==> src/rtl/pwm_deadtime_if.sv <==
// Register write bus for pwm_deadtime.
// Master drives one write per cycle that wen is high.
interface pwm_deadtime_if;
  logic       wen;
  logic [7:0] wdata;
  logic [3:0] addr;

  modport master (
    output wen,
    output wdata,
    output addr
  );

  modport slave (
    input wen,
    input wdata,
    input addr
  );
endinterface

==> src/rtl/pwm_deadtime.sv <==
// Complementary gate driver with programmable dead time
// and a latched, synchronized fault shutdown.
module pwm_deadtime (
  input  logic          clk,
  input  logic          rst,
  pwm_deadtime_if.slave bus,
  input  logic          pwm_in,
  input  logic          fault_in,
  output logic          out_hi,
  output logic          out_lo,
  output logic          fault_flag,
  output logic          active
);

  localparam logic [2:0] S_OFF  = 3'd0;
  localparam logic [2:0] S_LO   = 3'd1;
  localparam logic [2:0] S_DTLH = 3'd2;
  localparam logic [2:0] S_HI   = 3'd3;
  localparam logic [2:0] S_DTHL = 3'd4;

  logic [2:0] state_q, state_d;
  logic [7:0] cnt_q, cnt_d;
  logic [7:0] rise_q, rise_d;
  logic [7:0] fall_q, fall_d;
  logic       en_q, en_d;
  logic       flag_q, flag_d;
  logic       fs1_q, fs2_q;

  logic wr_rise, wr_fall, wr_ctrl;
  logic go_rise, go_fall;

  assign wr_rise = bus.wen && (bus.addr == 4'h0);
  assign wr_fall = bus.wen && (bus.addr == 4'h4);
  assign wr_ctrl = bus.wen && (bus.addr == 4'h8);

  always_comb begin
    rise_d = wr_rise ? bus.wdata : rise_q;
    fall_d = wr_fall ? bus.wdata : fall_q;
    en_d   = wr_ctrl ? bus.wdata[0] : en_q;
    flag_d = flag_q;
    // a live fault wins over a clear in the same cycle
    if (fs2_q)
      flag_d = 1'b1;
    else if (wr_ctrl && bus.wdata[1])
      flag_d = 1'b0;
  end

  always_comb begin
    state_d = state_q;
    cnt_d   = cnt_q;
    go_rise = 1'b0;
    go_fall = 1'b0;
    if (!en_q || flag_q || fs2_q) begin
      state_d = S_OFF;
      cnt_d   = '0;
    end else begin
      unique case (state_q)
        S_OFF: begin
          go_rise = pwm_in;
          go_fall = !pwm_in;
        end
        S_LO: go_rise = pwm_in;
        S_HI: go_fall = !pwm_in;
        S_DTLH, S_DTHL: begin
          if (cnt_q != 8'd0)
            cnt_d = cnt_q - 8'd1;
          else
            state_d = pwm_in ? S_HI : S_LO;
        end
        default: state_d = S_OFF;
      endcase
      if (go_rise) begin
        if (rise_q == 8'd0) begin
          state_d = S_HI;
        end else begin
          state_d = S_DTLH;
          cnt_d   = rise_q - 8'd1;
        end
      end
      if (go_fall) begin
        if (fall_q == 8'd0) begin
          state_d = S_LO;
        end else begin
          state_d = S_DTHL;
          cnt_d   = fall_q - 8'd1;
        end
      end
    end
  end

  always_ff @(posedge clk or posedge rst) begin
    if (rst) begin
      state_q <= S_OFF;
      cnt_q   <= '0;
      rise_q  <= 8'd4;
      fall_q  <= 8'd4;
      en_q    <= 1'b0;
      flag_q  <= 1'b0;
      fs1_q   <= 1'b0;
      fs2_q   <= 1'b0;
    end else begin
      state_q <= state_d;
      cnt_q   <= cnt_d;
      rise_q  <= rise_d;
      fall_q  <= fall_d;
      en_q    <= en_d;
      flag_q  <= flag_d;
      fs1_q   <= fault_in;
      fs2_q   <= fs1_q;
    end
  end

  assign out_hi     = (state_q == S_HI);
  assign out_lo     = (state_q == S_LO);
  assign active     = (state_q != S_OFF);
  assign fault_flag = flag_q;

endmodule

==> src/flat_wrapper.sv <==
// flat-port wrapper written by rule: the top's interface ports become plain ports
module pwm_deadtime_flat 
  (clk, rst, pwm_in, fault_in, out_hi, out_lo, fault_flag, active, bus_wen, bus_wdata, bus_addr);
  pwm_deadtime_if bus_i ();
  input  logic clk;
  input  logic rst;
  input  logic pwm_in;
  input  logic fault_in;
  output logic out_hi;
  output logic out_lo;
  output logic fault_flag;
  output logic active;
  input wire logic [$bits(bus_i.wen)-1:0] bus_wen;
  input wire logic [$bits(bus_i.wdata)-1:0] bus_wdata;
  input wire logic [$bits(bus_i.addr)-1:0] bus_addr;
  assign bus_i.wen = bus_wen;
  assign bus_i.wdata = bus_wdata;
  assign bus_i.addr = bus_addr;
  pwm_deadtime u_core (.clk(clk), .rst(rst), .bus(bus_i), .pwm_in(pwm_in), .fault_in(fault_in), .out_hi(out_hi), .out_lo(out_lo), .fault_flag(fault_flag), .active(active));
endmodule
==> config.mk <==
export PLATFORM = sky130hd
export DESIGN_NAME = pwm_deadtime_flat
export DESIGN_NICKNAME = d
export VERILOG_FILES = /design/src/rtl/pwm_deadtime_if.sv /design/src/rtl/pwm_deadtime.sv /design/src/flat_wrapper.sv
export SDC_FILE = /design/constraint.sdc
export NUM_CORES = 1
export LEC_CHECK = 0
export CORE_MARGIN = 2
export CORE_UTILIZATION = 56
export DETAILED_ROUTE_END_ITERATION = 10
export GPL_TIMING_DRIVEN = 0
export PLACE_DENSITY = 0.91
export SYNTH_ARGS = -nofsm -noshare
export SYNTH_HDL_FRONTEND = slang
export SYNTH_SLANG_ARGS = --single-unit
==> constraint.sdc <==
create_clock -name clk -period 2.5 [get_ports clk]
set_input_delay 0.5 -clock clk [delete_from_list [all_inputs] [get_ports clk]]
set_output_delay 0.5 -clock clk [all_outputs]
set_load 0.01 [all_outputs]
==> impl_metrics.ini <==
[worst_hold_path]
min_delay_worst_endpoint = u_core.fs2_q$_DFF_PP0_
hold_path.class = register to register
hold_path_startpoint = u_core.fs1_q$_DFF_PP0_
hold_depth = 0

[worst_setup_path]
start_kind = register
r2r-start = u_core.rise_q[0]$_DFFE_PP0P_
timing.rr.end = u_core.cnt_q[3]$_DFF_PP0_
r2r_slack_ns = 0.26
worstSetupEndpointType = output pin
worstPathArrival_ns = 1.86
reg2reg_depth = 8
path_max_fanout = 10
cp.required_ns = 2.00
path_class = register to output pin

[cts]
cts_hold_buf = 0
cts-root-buf = clkbuf_4
cts_tree = done
clk_pin_slew_ns = 0.09
cts.repair.resized = 0
cts_buffers = 5
clk_latency_ns = 0.33
clock-sinks = 31
htreeDepth = 2
cts_setup_buffers = 0
clk_path_buf_depth = 2

[logic_synthesis]
synth_edf_count = 0
synth_fp_nets = 209
synth_ff_type = dfrtp_1
ys_top_cells_by_count = dfrtp_1 (29), mux2_2 (15), nor2_1 (15), inv_1 (14), xnor2_1 (11)
synth-seq-cells = 31
synth_area_leaders = dfrtp_1 (38%), mux2_2 (8.9%), xnor2_1 (5.1%)
ys_seq_area_share_pct = 41.0
async_reset_ff_share_pct = 100
synth_cells = 186
synth.avg_cell_area_um2 = 10.2
synth_cell_type_count = 45
ys_warn_count = 0
yosysTopAreaCellShare_pct = 38.2
yosys.area.top_type = dfrtp_1
syn_area_um2 = 1900
synth_most_common_cell = dfrtp_1

[timing]
rsz0062_at_grt = false
tightest_slew_ns = 1.12
clock.fmax_ghz = 0.423
hold_ws_ns = 0.361
slew_headroom_pct = 25.1
setup_viol = 0
setup-tns-final_ns = 0
min_period_over_period_pct = 94.5
slew_violations = 0
skew_ns = 0.00311
finalHoldViolCount = 0
final.min_clock_period_ns = 2.36
layout_setup_ws_ns = 0.136

[place]
port_buffers = 20
post_dp_cell_area_um2 = 2160
placed_cells = 252
pre_cts_ws_ns = -0.135
routabilityCongestion = 0.828
dp_hpwl_mm = 2.80

[layout]
final_util_pct = 67.8
finalNonFillerCells = 260
finalNetCount = 236
antennaDiodeCount = 0
final_cell_area_um2 = 2230
drive_gt1_share_pct = 16.4
syn2layout_area_growth_pct = 17.2

[global_route]
grt_overflow = 0
grt_pass1_vias = 1474
grt_max_degree = 32
grt_util_all_layers_pct = 22.4
antenna_found_initial = 0
grt_pass1_wl_mm = 6.83

[route]
remaining_drc_errors = 0
post_drt_wl_per_cell_um = 14.4
wl_mm = 3.74
dr.pass1.iters = 4
vias = 1480
avgViaCountPerCell = 5.69
drt_iter0_markers = 106
ant_nets = 0

[power]
p_comb_share_pct = 26.1
p_sw_uw = 417
p_int_uw = 915
ir_drop_uv = 419
pwr-share-clk_pct = 25.0
p_seq_share_pct = 48.8
power.share.switching_pct = 31.3
power_leakage_nw = 0.921
powerDensity_nw_per_um2 = 598
total_power_mw = 1.33

[flow_run]
maxCapViolCount = 0

[die]
die_w_um = 62.2
rows = 21
start_util_pct = 57.8
boundaryPins = 21
dieArea_um2 = 3870
core_area_um2 = 3280
die_h_um = 62.2

[status]
status = complete, no violations
## routing by layer
layer	up-vias	part of all wire [%]	GRT usage [%]
met5	-	0	0
met4	0	2.0	8.61
met3	9	4.9	5.62
met2	39	50	37.1
met1	711	43	28.6
li1	721	-	-
## cells in the final DEF, fill, tap and decap left out, drive strengths merged, types with 2 or more instances in the layout
cell type      instances
or3                    4
nand2                  8
ha                     6
nor4                   3
o21ai                  7
nand4b                 2
xor2                   7
or3b                   2
or4                    3
nand3                  4
clkdlybuf4s50         20
dfstp                  2
nor3                   5
mux2                  15
o2bb2ai                2
and3                   2
a21oi                  9
a221oi                 3
a31oi                  2
dfrtp                 29
inv                   14
nor2                  15
xnor2                 11
nor3b                  5
clkbuf                11
buf                    3
mux2i                  2
a211oi                 6
## sequential cells by signal, summed over array words and instances (netlist names)
name               cells
u_core.fault_flag      1
u_core.state_q         3
u_core.fall_q          8
u_core.fs2_q           1
u_core.cnt_q           8
u_core.rise_q          8
u_core.fs1_q           1
u_core.en_q            1
## critical path: stages (launching register included)
cell and delay, ns:
dfrtp_1 0.42, clkbuf_1 0.31, nor3b_1 0.23, clkdlybuf4s50_1 0.56
## layout make-up
type	instances	area (um^2)
buffer	6	35.0
clock buffer	8	68.8
multi-input combinational	135	1030
timing repair buffer	20	200
sequential	31	778
tap	46	57.6
inverter	14	52.6
fill	269	1060
## how the worst max path moves through the flow
stage               slack (ns)                          start                   endpoint  cells past startpoint
finish                    0.14  u_core.state_q[0]$_DFFE_PP0P_                     out_lo                      3
global route             0.001  u_core.state_q[0]$_DFFE_PP0P_                     out_lo                      3
CTS                       0.12  u_core.state_q[0]$_DFFE_PP0P_                     out_lo                      3
detailed placement       -0.13                         pwm_in  u_core.cnt_q[3]$_DFF_PP0_                      7
global placement         -0.10                         pwm_in  u_core.cnt_q[3]$_DFF_PP0_                      7
floorplan                 0.47   u_core.rise_q[0]$_DFFE_PP0P_  u_core.cnt_q[2]$_DFF_PP0_                      8
## cells by family (layout without fill, tap and decap cells)
| kind of cell | count (synthesis) | after routing | share of synthesized area (%) |
|---|---|---|---|
| multiplexers | 17 | 17 | 9.95 |
| buffers and inverters | 20 | 48 | 4.61 |
| AND/OR/NAND/NOR | 55 | 55 | 16.4 |
| flip-flops | 31 | 31 | 41.0 |
| adder cells (fa/ha/maj) | 6 | 6 | 3.95 |
| XOR/XNOR | 18 | 18 | 8.30 |
| AO/OA/AOI/OAI | 39 | 39 | 15.8 |
## power by group through the flow
stage	clock network, mW	logic (mW)	registers [mW]
2_1_floorplan	0	0.264	0.637
3_3_place_gp	0	0.330	0.656
3_5_place_dp	0	0.345	0.660
4_1_cts	0.342	0.350	0.650
5_1_grt	0.367	0.387	0.665
6_report	0.333	0.348	0.651
Power figures use the tool's default switching activity.
